**src/rtl/mean_filter_pkg.sv**
```systemverilog
// Shared types and constants for the NxN box-mean filter: FSM states,
// kernel geometry helpers and the exact reciprocal used for division by K^2.
package mean_filter_pkg;

  typedef enum logic [2:0] {
    ST_IDLE  = 3'd0,
    ST_ACCUM = 3'd1,
    ST_DRAIN = 3'd2,
    ST_WRITE = 3'd3,
    ST_DONE  = 3'd4
  } state_t;

  // Tap counters hold 0..K-1 with K at most 7.
  localparam int TAP_BITS = 3;

  function automatic int kernel_size(input int radius);
    return (32'sd2 * radius) + 32'sd1;
  endfunction

  function automatic int sum_width(input int radius);
    return 32'sd8 + $clog2(kernel_size(radius) * kernel_size(radius));
  endfunction

  // RECIP = ceil(2^24 / K^2); the rounding error times the largest sum stays
  // below 2^24, so (sum * RECIP) >> 24 equals floor(sum / K^2) exactly.
  function automatic int recip_for(input int radius);
    case (radius)
      32'sd1:  return 32'sd1864136;
      32'sd2:  return 32'sd671089;
      32'sd3:  return 32'sd342393;
      default: return 32'sd0;
    endcase
  endfunction

  function automatic int shift_for(input int radius);
    case (radius)
      32'sd1, 32'sd2, 32'sd3: return 32'sd24;
      default:                return 32'sd0;
    endcase
  endfunction

endpackage

```
**src/rtl/kernel_tap_addr.sv**
```systemverilog
// Walks the kernel taps in raster order and turns (pixel, tap) into clamped
// image coordinates plus a flag telling whether the tap fell off the image.
module kernel_tap_addr
  import mean_filter_pkg::*;
#(
  parameter int WIDTH_BITS  = 8,
  parameter int HEIGHT_BITS = 8,
  parameter int WIDTH       = 2 ** WIDTH_BITS,
  parameter int HEIGHT      = 2 ** HEIGHT_BITS,
  parameter int RADIUS      = 1
) (
  input  logic                   clock,
  input  logic                   reset,
  input  logic                   tap_clear,
  input  logic                   tap_advance,
  input  logic [WIDTH_BITS-1:0]  col,
  input  logic [HEIGHT_BITS-1:0] row,
  output logic [WIDTH_BITS-1:0]  tap_col,
  output logic [HEIGHT_BITS-1:0] tap_row,
  output logic                   tap_oob,
  output logic                   tap_last
);

  localparam int K  = kernel_size(RADIUS);
  localparam int CW = WIDTH_BITS + 2;
  localparam int RW = HEIGHT_BITS + 2;
  localparam logic [TAP_BITS-1:0] K_LAST = TAP_BITS'(K - 32'sd1);

  logic [TAP_BITS-1:0] tap_x_r;
  logic [TAP_BITS-1:0] tap_y_r;
  logic signed [CW-1:0] cx_s;
  logic signed [RW-1:0] ry_s;
  logic col_lo_s, col_hi_s, row_lo_s, row_hi_s;

  // Tap counter: x runs fastest, both wrap to 0 after the last tap
  always_ff @(posedge clock or posedge reset) begin
    if (reset) begin
      tap_x_r <= '0;
      tap_y_r <= '0;
    end else if (tap_clear) begin
      tap_x_r <= '0;
      tap_y_r <= '0;
    end else if (tap_advance) begin
      if (tap_x_r == K_LAST) begin
        tap_x_r <= '0;
        tap_y_r <= (tap_y_r == K_LAST) ? '0 : tap_y_r + TAP_BITS'(1);
      end else begin
        tap_x_r <= tap_x_r + TAP_BITS'(1);
      end
    end
  end

  assign cx_s = $signed(CW'(col)) + $signed(CW'(tap_x_r)) - $signed(CW'(RADIUS));
  assign ry_s = $signed(RW'(row)) + $signed(RW'(tap_y_r)) - $signed(RW'(RADIUS));

  assign col_lo_s = cx_s[CW-1];
  assign col_hi_s = !col_lo_s && (cx_s > $signed(CW'(WIDTH - 32'sd1)));
  assign row_lo_s = ry_s[RW-1];
  assign row_hi_s = !row_lo_s && (ry_s > $signed(RW'(HEIGHT - 32'sd1)));

  assign tap_col  = col_lo_s ? '0 : (col_hi_s ? WIDTH_BITS'(WIDTH - 32'sd1) : WIDTH_BITS'(cx_s));
  assign tap_row  = row_lo_s ? '0 : (row_hi_s ? HEIGHT_BITS'(HEIGHT - 32'sd1) : HEIGHT_BITS'(ry_s));
  assign tap_oob  = col_lo_s | col_hi_s | row_lo_s | row_hi_s;
  assign tap_last = (tap_x_r == K_LAST) && (tap_y_r == K_LAST);

endmodule

```
**src/rtl/mean_filter_nxn.sv**
```systemverilog
// Box-mean filter over a whole image: one kernel pass per pixel, reading taps
// from a synchronous image RAM and writing floor(sum/K^2) to a result RAM.
module mean_filter_nxn
  import mean_filter_pkg::*;
#(
  parameter int WIDTH_BITS   = 8,
  parameter int HEIGHT_BITS  = 8,
  parameter int WIDTH        = 2 ** WIDTH_BITS,
  parameter int HEIGHT       = 2 ** HEIGHT_BITS,
  parameter int RADIUS       = 1,
  parameter int READ_LATENCY = 1
) (
  input  logic                   clock,
  input  logic                   reset,
  input  logic                   start,
  input  logic                   border_mode,
  output logic [WIDTH_BITS-1:0]  oImageCol,
  output logic [HEIGHT_BITS-1:0] oImageRow,
  input  logic [7:0]             iImageData,
  output logic [WIDTH_BITS-1:0]  oResultCol,
  output logic [HEIGHT_BITS-1:0] oResultRow,
  output logic [7:0]             oResultData,
  output logic                   oResultWren,
  output logic                   busy,
  output logic                   done
);

  localparam int SUM_W   = sum_width(RADIUS);
  localparam int PROD_W  = SUM_W + 32;
  localparam int SHIFT_C = shift_for(RADIUS);
  localparam logic [PROD_W-1:0]      RECIP_C    = PROD_W'(recip_for(RADIUS));
  localparam logic [WIDTH_BITS-1:0]  COL_LAST   = WIDTH_BITS'(WIDTH - 32'sd1);
  localparam logic [HEIGHT_BITS-1:0] ROW_LAST   = HEIGHT_BITS'(HEIGHT - 32'sd1);
  localparam logic [1:0]             DRAIN_LAST =
    2'((READ_LATENCY > 32'sd0) ? (READ_LATENCY - 32'sd1) : 32'sd0);

  state_t                 state_r;
  logic                   zero_mode_r;
  logic [WIDTH_BITS-1:0]  col_r;
  logic [HEIGHT_BITS-1:0] row_r;
  logic [SUM_W-1:0]       sum_r;
  logic [1:0]             drain_cnt_r;

  logic [WIDTH_BITS-1:0]  tap_col_s;
  logic [HEIGHT_BITS-1:0] tap_row_s;
  logic                   tap_oob_s, tap_last_s, issue_s;
  logic [READ_LATENCY:0]  vld_pipe_s, oob_pipe_s;
  logic [SUM_W-1:0]       sum_next_s;
  logic [PROD_W-1:0]      prod_s;
  logic [7:0]             quot_s;

  assign issue_s = (state_r == ST_ACCUM);

  kernel_tap_addr #(
    .WIDTH_BITS (WIDTH_BITS),
    .HEIGHT_BITS(HEIGHT_BITS),
    .WIDTH      (WIDTH),
    .HEIGHT     (HEIGHT),
    .RADIUS     (RADIUS)
  ) u_tap (
    .clock      (clock),
    .reset      (reset),
    .tap_clear  (state_r == ST_IDLE),
    .tap_advance(issue_s),
    .col        (col_r),
    .row        (row_r),
    .tap_col    (tap_col_s),
    .tap_row    (tap_row_s),
    .tap_oob    (tap_oob_s),
    .tap_last   (tap_last_s)
  );

  assign oImageCol = issue_s ? tap_col_s : '0;
  assign oImageRow = issue_s ? tap_row_s : '0;

  // Valid and zero-pad flags travel alongside the RAM read latency.
  assign vld_pipe_s[0] = issue_s;
  assign oob_pipe_s[0] = tap_oob_s & zero_mode_r;

  generate
    if (READ_LATENCY > 0) begin : g_pipe
      logic [READ_LATENCY-1:0] vld_r, oob_r;

      // Delay line aligning tap flags with returning image data
      always_ff @(posedge clock or posedge reset) begin
        if (reset) begin
          vld_r <= '0;
          oob_r <= '0;
        end else begin
          vld_r <= vld_pipe_s[READ_LATENCY-1:0];
          oob_r <= oob_pipe_s[READ_LATENCY-1:0];
        end
      end

      assign vld_pipe_s[READ_LATENCY:1] = vld_r;
      assign oob_pipe_s[READ_LATENCY:1] = oob_r;
    end
  endgenerate

  assign sum_next_s = sum_r + ((vld_pipe_s[READ_LATENCY] && !oob_pipe_s[READ_LATENCY])
                               ? SUM_W'(iImageData) : '0);
  assign prod_s     = PROD_W'(sum_next_s) * RECIP_C;
  assign quot_s     = 8'(prod_s >> SHIFT_C);

  // Frame sequencer; the result is taken from sum_next so the final tap counts
  always_ff @(posedge clock or posedge reset) begin
    if (reset) begin
      state_r     <= ST_IDLE;
      zero_mode_r <= 1'b0;
      col_r       <= '0;
      row_r       <= '0;
      sum_r       <= '0;
      drain_cnt_r <= 2'd0;
      oResultCol  <= '0;
      oResultRow  <= '0;
      oResultData <= 8'd0;
      oResultWren <= 1'b0;
      busy        <= 1'b0;
      done        <= 1'b0;
    end else begin
      case (state_r)
        ST_IDLE: begin
          oResultWren <= 1'b0;
          done        <= 1'b0;
          if (start) begin
            zero_mode_r <= border_mode;
            col_r       <= '0;
            row_r       <= '0;
            sum_r       <= '0;
            busy        <= 1'b1;
            state_r     <= ST_ACCUM;
          end
        end
        ST_ACCUM: begin
          sum_r <= sum_next_s;
          if (tap_last_s) begin
            if (READ_LATENCY == 0) begin
              oResultWren <= 1'b1;
              oResultCol  <= col_r;
              oResultRow  <= row_r;
              oResultData <= quot_s;
              state_r     <= ST_WRITE;
            end else begin
              drain_cnt_r <= 2'd0;
              state_r     <= ST_DRAIN;
            end
          end
        end
        ST_DRAIN: begin
          sum_r <= sum_next_s;
          if (drain_cnt_r == DRAIN_LAST) begin
            oResultWren <= 1'b1;
            oResultCol  <= col_r;
            oResultRow  <= row_r;
            oResultData <= quot_s;
            state_r     <= ST_WRITE;
          end else begin
            drain_cnt_r <= drain_cnt_r + 2'd1;
          end
        end
        ST_WRITE: begin
          oResultWren <= 1'b0;
          sum_r       <= '0;
          if (col_r == COL_LAST) begin
            col_r <= '0;
            if (row_r == ROW_LAST) begin
              row_r   <= '0;
              busy    <= 1'b0;
              done    <= 1'b1;
              state_r <= ST_DONE;
            end else begin
              row_r   <= row_r + HEIGHT_BITS'(1);
              state_r <= ST_ACCUM;
            end
          end else begin
            col_r   <= col_r + WIDTH_BITS'(1);
            state_r <= ST_ACCUM;
          end
        end
        ST_DONE: begin
          done    <= 1'b0;
          state_r <= ST_IDLE;
        end
        default: begin
          oResultWren <= 1'b0;
          busy        <= 1'b0;
          done        <= 1'b0;
          state_r     <= ST_IDLE;
        end
      endcase
    end
  end

endmodule
```
**config.mk**
```make
export PLATFORM = sky130hd
export DESIGN_NAME = mean_filter_nxn
export DESIGN_NICKNAME = d
export VERILOG_FILES = /design/src/rtl/mean_filter_pkg.sv /design/src/rtl/kernel_tap_addr.sv /design/src/rtl/mean_filter_nxn.sv
export SDC_FILE = /design/constraint.sdc
export NUM_CORES = 1
export LEC_CHECK = 0
export ABC_AREA = 0
export CAP_MARGIN = 15
export CORE_MARGIN = 3
export CORE_UTILIZATION = 30
export DETAILED_ROUTE_END_ITERATION = 12
export GPL_ROUTABILITY_DRIVEN = 1
export PLACE_DENSITY = 0.47
export SLEW_MARGIN = 20
export SYNTH_ARGS = -nofsm -noshare
export SYNTH_HDL_FRONTEND = slang
export SYNTH_HIERARCHICAL = 1
export SYNTH_SLANG_ARGS = --single-unit
```
**constraint.sdc**
```tcl
create_clock -name clock -period 9.5 [get_ports clock]
set_input_delay 1.9 -clock clock [delete_from_list [all_inputs] [get_ports clock]]
set_output_delay 1.9 -clock clock [all_outputs]
set_load 0.005 [all_outputs]
```
==> run_summary.xml, run 1 <==
<?xml version="1.0" encoding="UTF-8"?>
<metrics>
  <group name="outcome">
    <metric name="run_status" unit="">finished clean</metric>
  </group>
  <group name="clock_network">
    <metric name="tritoncts.num_buffers" unit="">9</metric>
    <metric name="cts-root-to-sink-buffers" unit="">2</metric>
    <metric name="count_of_hold_buffers_inserted_by_post_cts_repair" unit="">0</metric>
    <metric name="post-cts-setup-buffer-count" unit="">0</metric>
    <metric name="path_clk_slew" unit="ps">60</metric>
    <metric name="insertion_delay" unit="ps">340</metric>
    <metric name="post_cts_resized" unit="">0</metric>
    <metric name="clk_root_buffer_cell" unit="">clkbuf_16</metric>
    <metric name="tritoncts_clock_tree" unit="">built</metric>
    <metric name="cts-htree-levels" unit="">3</metric>
    <metric name="clkSinkCount" unit="">69</metric>
  </group>
  <group name="grt">
    <metric name="grt_util_all_layers" unit="%">14.3</metric>
    <metric name="initial_antenna_violation_count" unit="">0</metric>
    <metric name="grt-ovfl-total" unit="">0</metric>
    <metric name="first_global_vias" unit="">5886</metric>
    <metric name="global_route_wire_length_before_repair" unit="um">30400</metric>
    <metric name="grt_max_degree" unit="">64</metric>
  </group>
  <group name="finish">
    <metric name="fin_nets" unit="">1080</metric>
    <metric name="area_growth" unit="%">17.1</metric>
    <metric name="insertedDiodeCount" unit="">0</metric>
    <metric name="postLayoutCellArea" unit="sq mm">0.00865</metric>
    <metric name="layout-drive-gt1-share" unit="%">6.02</metric>
    <metric name="post-route-util" unit="%">36.3</metric>
  </group>
  <group name="yosys">
    <metric name="post_synth_mux_area_share" unit="%">0.728</metric>
    <metric name="number_of_synthesized_flops_with_an_enable_pin" unit="">0</metric>
    <metric name="yosys.area_share.xor_xnor" unit="%">3.42</metric>
    <metric name="ys.flop_type" unit="">dfrtp_1</metric>
    <metric name="synthDominantCellAreaShare" unit="%">23.4</metric>
    <metric name="asr_flop_ratio_synth" unit="%">100</metric>
    <metric name="synth-seq-cells" unit="">69</metric>
    <metric name="synth_cells" unit="">852</metric>
    <metric name="yosysSeqAreaShare" unit="%">23.4</metric>
    <metric name="adder_and_majority_gate_portion_of_the_synthesized_area" unit="%">32.0</metric>
    <metric name="synthesis.area" unit="sq mm">0.00739</metric>
    <metric name="synth.avg_cell_area" unit="sq um">8.67</metric>
    <metric name="yosys_warnings" unit="">6</metric>
    <metric name="share_of_the_synthesized_area_in_compound_gates_ao_oa_aoi_oai" unit="%">16.3</metric>
    <metric name="synth_top_family_by_area" unit="">adder cells</metric>
    <metric name="post_synth_and_or_nand_nor_area_fraction" unit="%">15.6</metric>
    <metric name="synth.distinct_cells" unit="">64</metric>
    <metric name="syn-num-nets" unit="">1023</metric>
    <metric name="synth.largest_area_cell" unit="">dfrtp_1</metric>
    <metric name="synth_area_leaders" unit="">dfrtp_1 23%, ha_1 18%, fa_1 14%</metric>
  </group>
  <group name="floorplan">
    <metric name="fp.dieW" unit="um">163</metric>
    <metric name="floorplan.io_pins" unit="">55</metric>
    <metric name="initial_core_util" unit="%">31.0</metric>
    <metric name="fp-row-count" unit="">56</metric>
    <metric name="die_height" unit="um">163</metric>
    <metric name="dieArea" unit="sq mm">0.0266</metric>
    <metric name="fp.coreArea" unit="sq mm">0.0238</metric>
  </group>
  <group name="timing">
    <metric name="max_slew_margin" unit="%">42.2</metric>
    <metric name="final_cycle_share" unit="%">88.2</metric>
    <metric name="setup_total_negative_slack" unit="ps">0</metric>
    <metric name="slew_violations" unit="">0</metric>
    <metric name="finClkSkew" unit="ps">4.49</metric>
    <metric name="period_needed" unit="ps">8380</metric>
    <metric name="finalHoldViolations" unit="">0</metric>
    <metric name="fmax" unit="MHz">119</metric>
    <metric name="worstMarginPinSlew" unit="ps">867</metric>
    <metric name="unrepaired_setup_endpoints_after_global_routing" unit="">false</metric>
    <metric name="setup_viol" unit="">0</metric>
  </group>
  <group name="setup_path">
    <metric name="ff2ff_path_depth" unit="">26</metric>
    <metric name="required" unit="ps">9760</metric>
    <metric name="cp-end-kind" unit="">register</metric>
    <metric name="r2r_end" unit="">oResultData[7]</metric>
    <metric name="critical_path.max_fanout" unit="">5</metric>
    <metric name="critical-path-max-stage-delay" unit="ps">570</metric>
    <metric name="worstSetupPathType" unit="">in -&gt; reg</metric>
    <metric name="critPathLaunchType" unit="">input pin</metric>
    <metric name="worst-r2r-setup-slack" unit="ps">2260</metric>
    <metric name="timing.critical_path.mode_cell" unit="">fa_1</metric>
    <metric name="critPathArrivalTime" unit="ps">8640</metric>
    <metric name="worst_r2r_startpoint" unit="">g_pipe.oob_r</metric>
    <metric name="worst_path_max_delay_cell" unit="">fa_1</metric>
  </group>
  <group name="routing">
    <metric name="viasPerCell" unit="">4.70</metric>
    <metric name="initialDrtViolationCount" unit="">226</metric>
    <metric name="totalWireLength" unit="um">18200</metric>
    <metric name="number_of_iterations_in_the_first_detailed_routing_pass" unit="">4</metric>
    <metric name="ant_nets" unit="">0</metric>
    <metric name="via_count" unit="">5793</metric>
    <metric name="drc_errors" unit="">0</metric>
    <metric name="detail_route.wl_per_cell" unit="um">14.7</metric>
  </group>
  <group name="hold_path">
    <metric name="worstHoldPathCells" unit="">2</metric>
    <metric name="worstHoldPathType" unit="">reg -&gt; reg</metric>
    <metric name="hp-start" unit="">oResultCol[1]</metric>
    <metric name="endpoint_of_the_worst_hold_timing_path" unit="">oResultCol[1]</metric>
  </group>
  <group name="placed_design">
    <metric name="place_hpwl" unit="um">14500</metric>
    <metric name="place_congestion" unit="">0.765</metric>
    <metric name="port_buffers" unit="">54</metric>
    <metric name="postPlaceCellArea" unit="sq mm">0.00833</metric>
  </group>
  <group name="flow_run">
    <metric name="drv.max_cap_violation_count" unit="">0</metric>
  </group>
</metrics>
[registers in the layout, summed over array words and instances (netlist names), 2 cells and up]
register       count
drain_cnt_r        2
sum_r             12
state_r            3
col_r              8
oResultData        8
oResultCol         8
oResultRow         8
u_tap/tap_y_r      3
u_tap/tap_x_r      3
row_r              8
[layout by cell type, fill, tap and decap left out, types with 18 or more instances in the layout]
cell type,synthesis,final
xnor2_1,18,18
a21oi_1,53,53
inv_1,148,147
nand2_1,102,102
o21ai_0,43,43
ha_1,109,109
and3_1,26,26
fa_1,50,50
dfrtp_1,69,69
nand3_1,20,20
clkdlybuf4s50_1,0,54
nor2_1,45,44
[worst max path at each step]
stage,slack (ps),start,cells past startpoint,to
finish,1120,iImageData[0],26,oResultData[7]
global route,600,iImageData[0],26,oResultData[7]
CTS,1070,iImageData[0],27,oResultData[4]
detailed placement,740,iImageData[0],26,oResultData[7]
global placement,830,iImageData[0],27,oResultData[4]
floorplan,1680,iImageData[0],25,oResultData[7]
[per-stage QoR]
stage / setup WS [ps] / cells / hold WS [ps]
6_report: 1120 / 1232 / 477
2_1_floorplan: 1680 / 852 / 447
5_1_grt: 604 / 1232 / 504
4_1_cts: 1070 / 1232 / 484
3_3_place_gp: 826 / 1217 / 462
3_5_place_dp: 738 / 1217 / 461
[final cells by class]
| class | instances | area [sq um] |
|---|---|---|
| Clock buffer | 13 | 280 |
| Clock inverter | 2 | 38.8 |
| Multi-Input combinational cell | 617 | 5030 |
| Sequential cell | 69 | 1730 |
| Inverter | 148 | 556 |
| Tap cell | 319 | 399 |
| Fill cell | 2529 | 15200 |
| Timing Repair Buffer | 64 | 616 |
[Yosys cell counts (7+ instances only)]
| library cell | number |
|---|---|
| clkbuf_1 | 11 |
| fa_1 | 50 |
| a21oi_1 | 53 |
| dfrtp_1 | 69 |
| nand3_1 | 20 |
| a21o_1 | 13 |
| nand2_1 | 102 |
| inv_1 | 148 |
| nor2b_1 | 7 |
| o21ai_0 | 43 |
| o31ai_1 | 7 |
| nor2_1 | 45 |
| xnor2_1 | 18 |
| xor2_1 | 9 |
| nor3_1 | 12 |
| and2_1 | 8 |
| ha_1 | 109 |
| and3_1 | 26 |
[cells by family (layout without fill, tap and decap cells)]
family / Yosys count / in the layout
XOR/XNOR: 28 / 28
flip-flops: 69 / 69
AND/OR/NAND/NOR: 246 / 246
multiplexers: 5 / 5
adder cells (fa/ha/maj): 159 / 159
buffers and inverters: 166 / 227
AO/OA/AOI/OAI: 179 / 179
[routing by layer]
| metal | up-vias | global-route usage [%] | routed length, um |
|---|---|---|---|
| met3 | 9 | 2.59 | 605 |
| li1 | 2961 | - | - |
| met1 | 2744 | 19.9 | 8920 |
| met4 | 0 | 2.77 | 144 |
| met5 | - | 0 | 0 |
| met2 | 79 | 23.4 | 8490 |
[worst max-delay path, delay by kind of cell]
kind            cells  cell delay, ps
simple gates        2             230
compound gates     10            2060
xor+xnor            1             340
buf+inv             5             790
fa+ha+maj           8            3330
Power of run 1 is not shown: default switching activity piles up to over one toggle a cycle in this logic, so the estimate is an artifact.
==> run 2: changes to the inputs <==
ABC_AREA = 1   (was 0)
==> run 2 against run 1 <==
Area after synthesis is 5.4% higher. Setup slack gained 280 ps. Wire length grew 4.5%. Flip-flop and latch count is the same. Register-to-register slack better by 210 ps. Via count grew 10%. Non-clock buffer count fell by 8. Critical path type unchanged.
==> run_summary.xml, run 2 <==
<?xml version="1.0" encoding="UTF-8"?>
<metrics>
  <group name="yosys">
    <metric name="share_of_the_synthesized_area_in_compound_gates_ao_oa_aoi_oai" unit="%">10.9</metric>
    <metric name="synth.largest_area_cell" unit="">dfrtp_1</metric>
    <metric name="asr_flop_ratio_synth" unit="%">100</metric>
    <metric name="yosysSeqAreaShare" unit="%">22.2</metric>
    <metric name="synthDominantCellAreaShare" unit="%">22.2</metric>
    <metric name="synth_commonest_cells" unit="">239 x inv_1, 191 x nand2_1, 109 x ha_1</metric>
    <metric name="synth-seq-cells" unit="">69</metric>
    <metric name="yosys.cell_count.top_type" unit="">inv_1</metric>
    <metric name="syn-num-nets" unit="">1203</metric>
    <metric name="ys.flop_type" unit="">dfrtp_1</metric>
    <metric name="synth_area_leaders" unit="">dfrtp_1 22%, ha_1 18%, fa_1 13%</metric>
    <metric name="yosys.area_share.xor_xnor" unit="%">2.80</metric>
    <metric name="post_synth_mux_area_share" unit="%">0.145</metric>
    <metric name="yosys_warnings" unit="">6</metric>
    <metric name="synth_cells" unit="">1032</metric>
    <metric name="post_synth_and_or_nand_nor_area_fraction" unit="%">20.4</metric>
    <metric name="synthesis.area" unit="sq mm">0.00779</metric>
    <metric name="number_of_synthesized_flops_with_an_enable_pin" unit="">0</metric>
    <metric name="synth.distinct_cells" unit="">47</metric>
    <metric name="adder_and_majority_gate_portion_of_the_synthesized_area" unit="%">30.4</metric>
    <metric name="synth_top_family_by_area" unit="">adder cells</metric>
    <metric name="synth.avg_cell_area" unit="sq um">7.54</metric>
  </group>
  <group name="timing">
    <metric name="worstMarginPinSlew" unit="ps">863</metric>
    <metric name="finalHoldViolations" unit="">0</metric>
    <metric name="setup_total_negative_slack" unit="ps">0</metric>
    <metric name="final_cycle_share" unit="%">85.3</metric>
    <metric name="setup_viol" unit="">0</metric>
    <metric name="fmax" unit="MHz">123</metric>
    <metric name="period_needed" unit="ps">8100</metric>
    <metric name="finClkSkew" unit="ps">7.32</metric>
    <metric name="slew_violations" unit="">0</metric>
    <metric name="unrepaired_setup_endpoints_after_global_routing" unit="">false</metric>
    <metric name="max_slew_margin" unit="%">42.5</metric>
  </group>
  <group name="finish">
    <metric name="fin_nets" unit="">1259</metric>
    <metric name="ff_latch_area" unit="sq mm">0.00173</metric>
    <metric name="most_flops_register" unit="">sum_r</metric>
    <metric name="layout-drive-gt1-share" unit="%">5.58</metric>
    <metric name="postLayoutCellArea" unit="sq mm">0.00900</metric>
    <metric name="area_growth" unit="%">15.6</metric>
    <metric name="multi_input_area" unit="sq mm">0.00503</metric>
    <metric name="layout_commonest_cell" unit="">inv_1</metric>
    <metric name="final.fill_count" unit="">2699</metric>
    <metric name="insertedDiodeCount" unit="">0</metric>
    <metric name="layout.cells.most_common_list" unit="">238 x inv_1, 191 x nand2_1, 109 x ha_1, 72 x nor2_1, 69 x dfrtp_1</metric>
    <metric name="largest_register_ffs" unit="">12</metric>
  </group>
  <group name="placed_design">
    <metric name="postPlaceCellArea" unit="sq mm">0.00869</metric>
    <metric name="place_congestion" unit="">0.861</metric>
    <metric name="port_buffers" unit="">54</metric>
    <metric name="place_hpwl" unit="um">16100</metric>
  </group>
  <group name="setup_path">
    <metric name="critPathLaunchType" unit="">input pin</metric>
    <metric name="worst-r2r-setup-slack" unit="ps">2470</metric>
    <metric name="required" unit="ps">9730</metric>
    <metric name="cp-end-kind" unit="">register</metric>
    <metric name="worst_path_max_delay_cell" unit="">fa_1</metric>
    <metric name="critical-path-max-stage-delay" unit="ps">590</metric>
    <metric name="worstSetupPathType" unit="">in -&gt; reg</metric>
    <metric name="critical_path.max_fanout" unit="">5</metric>
    <metric name="critPathArrivalTime" unit="ps">8340</metric>
  </group>
  <group name="floorplan">
    <metric name="fp-row-count" unit="">58</metric>
    <metric name="initial_core_util" unit="%">30.7</metric>
    <metric name="dieArea" unit="sq mm">0.0279</metric>
    <metric name="fp.dieW" unit="um">167</metric>
    <metric name="die_height" unit="um">167</metric>
    <metric name="floorplan.io_pins" unit="">55</metric>
    <metric name="fp.coreArea" unit="sq mm">0.0253</metric>
  </group>
  <group name="outcome">
    <metric name="run_status" unit="">finished clean</metric>
  </group>
  <group name="clock_network">
    <metric name="clk_root_buffer_cell" unit="">clkbuf_16</metric>
    <metric name="cts-root-to-sink-buffers" unit="">2</metric>
    <metric name="tritoncts.num_buffers" unit="">9</metric>
    <metric name="tritoncts_clock_tree" unit="">built</metric>
    <metric name="post_cts_resized" unit="">0</metric>
    <metric name="insertion_delay" unit="ps">340</metric>
    <metric name="path_clk_slew" unit="ps">60</metric>
    <metric name="clkSinkCount" unit="">69</metric>
    <metric name="count_of_hold_buffers_inserted_by_post_cts_repair" unit="">0</metric>
    <metric name="cts-htree-levels" unit="">3</metric>
    <metric name="post-cts-setup-buffer-count" unit="">0</metric>
  </group>
  <group name="routing">
    <metric name="ant_nets" unit="">0</metric>
    <metric name="detail_route.wl_per_cell" unit="um">13.3</metric>
    <metric name="viasPerCell" unit="">4.48</metric>
    <metric name="via_count" unit="">6380</metric>
    <metric name="number_of_iterations_in_the_first_detailed_routing_pass" unit="">5</metric>
    <metric name="drc_errors" unit="">0</metric>
    <metric name="initialDrtViolationCount" unit="">350</metric>
    <metric name="totalWireLength" unit="um">19000</metric>
  </group>
  <group name="grt">
    <metric name="first_global_vias" unit="">6538</metric>
    <metric name="global_route_wire_length_before_repair" unit="um">33100</metric>
    <metric name="grt-ovfl-total" unit="">0</metric>
    <metric name="grt_util_all_layers" unit="%">14.4</metric>
    <metric name="grt_max_degree" unit="">64</metric>
    <metric name="initial_antenna_violation_count" unit="">0</metric>
  </group>
  <group name="hold_path">
    <metric name="worstHoldPathType" unit="">reg -&gt; reg</metric>
  </group>
  <group name="flow_run">
    <metric name="drv.max_cap_violation_count" unit="">0</metric>
  </group>
</metrics>
run 2: changes by cell type after synthesis, sizes merged, moves of 8 or more:
| cell | previous run | this run |
|---|---|---|
| and2 | 8 | 0 |
| o31ai | 11 | 0 |
| and3 | 26 | 1 |
| nand2 | 102 | 196 |
| inv | 148 | 255 |
| xnor2 | 19 | 9 |
| o21ai | 49 | 74 |
| nor2 | 46 | 74 |
| clkbuf | 12 | 2 |
| nor3 | 12 | 22 |
| nand3 | 20 | 44 |
run 2: per-layer routing:
layer / vias to the layer above / GRT usage, % / routed length (um)
met5: - / 0 / 0
met3: 14 / 2.74 / 679
met2: 95 / 23.1 / 8320
li1: 3347 / - / -
met4: 0 / 3.01 / 255
met1: 2924 / 20.4 / 9720
run 2: worst paths after layout:
path	from	to	depth (start not counted)
min in group asynchronous	reset	u_tap/tap_x_r[1]	2
max reg2reg	g_pipe.oob_r	oResultData[2]	30
min	oResultData[0]	oResultData[0]	2
max in group asynchronous	reset	oResultData[0]	3
min reg2reg	oResultData[0]	oResultData[0]	2
max	iImageData[0]	oResultData[2]	30
run 2: cell type report:
cell class                 instances  share of cell area (%)
inverter                         256                    10.7
sequential                        69                    19.2
clock buffer                      10                    2.66
timing repair buffer              56                    6.17
clock inverter                     6                   0.779
tap                              330                    4.59
multi-input combinational        696                    55.9
run 2: through the flow:
stage               setup slack (ps)  utilization [%]  hold WS [ps]  std cells
finish                          1400             35.5           486       1423
global route                     815             35.5           507       1423
CTS                             1380             35.5           491       1423
detailed placement              1030             34.3           464       1407
global placement                1060             34.3           471       1407
floorplan                       2170                -           426       1032
run 2: logic make-up (layout without fill, tap and decap cells):
family	after synthesis	in the layout
and+or+nand+nor	356	356
DFF	69	69
AOI/OAI and AO/OA	156	156
buffers and inverters	267	328
xor gates and xnor gates	24	24
muxes	1	1
adders and majority gates	159	159
run 2: critical path: cells and delay by family:
family                   cells  cell delay [ps]
buffers and inverters        6              830
XOR/XNOR                     1              440
adder cells (fa/ha/maj)      8             3290
AO/OA/AOI/OAI                4              700
AND/OR/NAND/NOR             11             1180
Power of run 2 is left out for the same reason.
==> run 3: changes to the inputs <==
CELL_PAD_IN_SITES_DETAIL_PLACEMENT = 1   (was unset)
CELL_PAD_IN_SITES_GLOBAL_PLACEMENT = 1   (was unset)
PLACE_DENSITY = 0.59   (was 0.47)
==> run 3 against run 2 <==
Clock-buffer cell count decreased by 1. Die area is the same. Sequential share of layout area hardly changed. Final cell count stayed put. Wire length is 10% higher. Setup slack lost 46 ps. Via count rose by 3.3%. Clock skew rose by 0.92 ps.
==> run_summary.xml, run 3 (synthesis results as in run 2) <==
<?xml version="1.0" encoding="UTF-8"?>
<metrics>
  <group name="floorplan">
    <metric name="fp.dieW" unit="um">167</metric>
    <metric name="dieArea" unit="sq mm">0.0279</metric>
    <metric name="fp.coreArea" unit="sq mm">0.0253</metric>
    <metric name="fp-row-count" unit="">58</metric>
    <metric name="floorplan.io_pins" unit="">55</metric>
    <metric name="initial_core_util" unit="%">30.7</metric>
    <metric name="die_height" unit="um">167</metric>
  </group>
  <group name="finish">
    <metric name="final.fill_count" unit="">3122</metric>
    <metric name="most_flops_register" unit="">sum_r</metric>
    <metric name="layout_commonest_cell" unit="">inv_1</metric>
    <metric name="layout.cells.most_common_list" unit="">238 x inv_1, 191 x nand2_1, 109 x ha_1, 72 x nor2_1, 69 x dfrtp_1</metric>
    <metric name="insertedDiodeCount" unit="">0</metric>
    <metric name="fin_nets" unit="">1259</metric>
    <metric name="largest_register_ffs" unit="">12</metric>
    <metric name="area_growth" unit="%">15.6</metric>
    <metric name="layout-drive-gt1-share" unit="%">5.58</metric>
  </group>
  <group name="setup_path">
    <metric name="critPathArrivalTime" unit="ps">8390</metric>
    <metric name="critPathLaunchType" unit="">input pin</metric>
    <metric name="critical_path.max_fanout" unit="">5</metric>
    <metric name="worst_path_max_delay_cell" unit="">fa_1</metric>
    <metric name="worstSetupPathType" unit="">in -&gt; reg</metric>
    <metric name="cp-end-kind" unit="">register</metric>
    <metric name="ff2ff_path_depth" unit="">30</metric>
    <metric name="worst_r2r_startpoint" unit="">g_pipe.oob_r</metric>
    <metric name="required" unit="ps">9740</metric>
    <metric name="worst-r2r-setup-slack" unit="ps">2450</metric>
    <metric name="r2r_end" unit="">oResultData[2]</metric>
    <metric name="critical-path-max-stage-delay" unit="ps">590</metric>
    <metric name="critPathCapture" unit="">oResultData[2]</metric>
    <metric name="crit_path_start" unit="">iImageData[0]</metric>
  </group>
  <group name="grt">
    <metric name="grt_max_degree" unit="">42</metric>
    <metric name="grtUsageMet2" unit="%">26.0</metric>
    <metric name="grt_util_all_layers" unit="%">15.8</metric>
    <metric name="groute.layer.met1.usage" unit="%">22.4</metric>
    <metric name="global_route_wire_length_before_repair" unit="um">36400</metric>
    <metric name="first_global_vias" unit="">7133</metric>
    <metric name="initial_antenna_violation_count" unit="">0</metric>
    <metric name="grt-ovfl-total" unit="">0</metric>
    <metric name="busiest_layer" unit="">met2</metric>
    <metric name="grt_use_met3" unit="%">2.34</metric>
  </group>
  <group name="timing">
    <metric name="finalHoldViolations" unit="">0</metric>
    <metric name="final_cycle_share" unit="%">85.8</metric>
    <metric name="setup_viol" unit="">0</metric>
    <metric name="setup_total_negative_slack" unit="ps">0</metric>
    <metric name="slew_violations" unit="">0</metric>
    <metric name="unrepaired_setup_endpoints_after_global_routing" unit="">false</metric>
    <metric name="fmax" unit="MHz">123</metric>
    <metric name="max_slew_margin" unit="%">39.8</metric>
    <metric name="worstMarginPinSlew" unit="ps">899</metric>
    <metric name="period_needed" unit="ps">8150</metric>
    <metric name="finClkSkew" unit="ps">8.24</metric>
  </group>
  <group name="placed_design">
    <metric name="port_buffers" unit="">54</metric>
    <metric name="place_congestion" unit="">0.842</metric>
    <metric name="place_hpwl" unit="um">17900</metric>
  </group>
  <group name="routing">
    <metric name="initialDrtViolationCount" unit="">213</metric>
    <metric name="via_count" unit="">6592</metric>
    <metric name="drc_errors" unit="">0</metric>
    <metric name="detail_route.wl_per_cell" unit="um">14.7</metric>
    <metric name="number_of_iterations_in_the_first_detailed_routing_pass" unit="">4</metric>
    <metric name="totalWireLength" unit="um">20900</metric>
    <metric name="viasPerCell" unit="">4.63</metric>
    <metric name="ant_nets" unit="">0</metric>
  </group>
  <group name="clock_network">
    <metric name="clkSinkCount" unit="">69</metric>
    <metric name="clk_root_buffer_cell" unit="">clkbuf_16</metric>
    <metric name="cts-htree-levels" unit="">3</metric>
    <metric name="path_clk_slew" unit="ps">70</metric>
    <metric name="post_cts_resized" unit="">0</metric>
    <metric name="cts-root-to-sink-buffers" unit="">2</metric>
    <metric name="insertion_delay" unit="ps">350</metric>
    <metric name="tritoncts_clock_tree" unit="">built</metric>
    <metric name="post-cts-setup-buffer-count" unit="">0</metric>
    <metric name="tritoncts.num_buffers" unit="">9</metric>
    <metric name="count_of_hold_buffers_inserted_by_post_cts_repair" unit="">0</metric>
  </group>
  <group name="flow_run">
    <metric name="drv.max_cap_violation_count" unit="">0</metric>
  </group>
  <group name="hold_path">
    <metric name="worstHoldPathType" unit="">reg -&gt; reg</metric>
  </group>
  <group name="outcome">
    <metric name="run_status" unit="">finished clean</metric>
  </group>
</metrics>
## run 3: cell count changes in the layout (fill, tap and decap cells not counted)
cell / delta
clkbuf_8: -1
clkinv_2: -1
inv_8: +1
clkinv_4: -2
inv_6: +1
clkinvlp_4: +2
## run 3: worst min path at each step
stage	start	to	slack, ps	cells past startpoint
after floorplan	zero_mode_r	g_pipe.oob_r	430	2
after global placement	zero_mode_r	g_pipe.oob_r	450	2
after detailed placement	zero_mode_r	g_pipe.oob_r	460	2
after CTS	zero_mode_r	g_pipe.oob_r	470	2
after global routing	zero_mode_r	g_pipe.oob_r	490	2
final	zero_mode_r	g_pipe.oob_r	470	2
## run 3: cell type report
type	instances	area [sq um]	area share, %
multi-input combinational	696	5030	56.0
sequential	69	1730	19.2
clock buffer	9	225	2.50
tap	330	413	4.59
clock inverter	7	82.6	0.918
inverter	256	961	10.7
timing repair buffer	56	556	6.17
## run 3: per-stage QoR
stage / cells / hold slack [ps] / cell area (sq um) / setup WS [ps] / utilization (%)
2_1_floorplan: 1032 / 426 / 7790 / 2170 / -
3_3_place_gp: 1407 / 451 / 8690 / 1040 / 34.3
3_5_place_dp: 1407 / 456 / 8690 / 919 / 34.3
4_1_cts: 1423 / 472 / 9000 / 1270 / 35.5
5_1_grt: 1423 / 491 / 9000 / 759 / 35.5
6_report: 1423 / 466 / 9000 / 1350 / 35.5
## run 3: per-layer routing
metal  routed length (um)  up-vias
met5                    0        -
met4                  227        0
met3                  495       16
met2                 9630       65
met1                10600     3172
li1                     -     3339
## run 3: worst max-delay path: cells and delay by family
kind	cells	cell delay, ps
adder cells (fa/ha/maj)	8	3300
AO/OA/AOI/OAI	4	700
XOR/XNOR	1	440
AND/OR/NAND/NOR	11	1200
buffers and inverters	6	850
Power of run 3 is left out for the same reason.
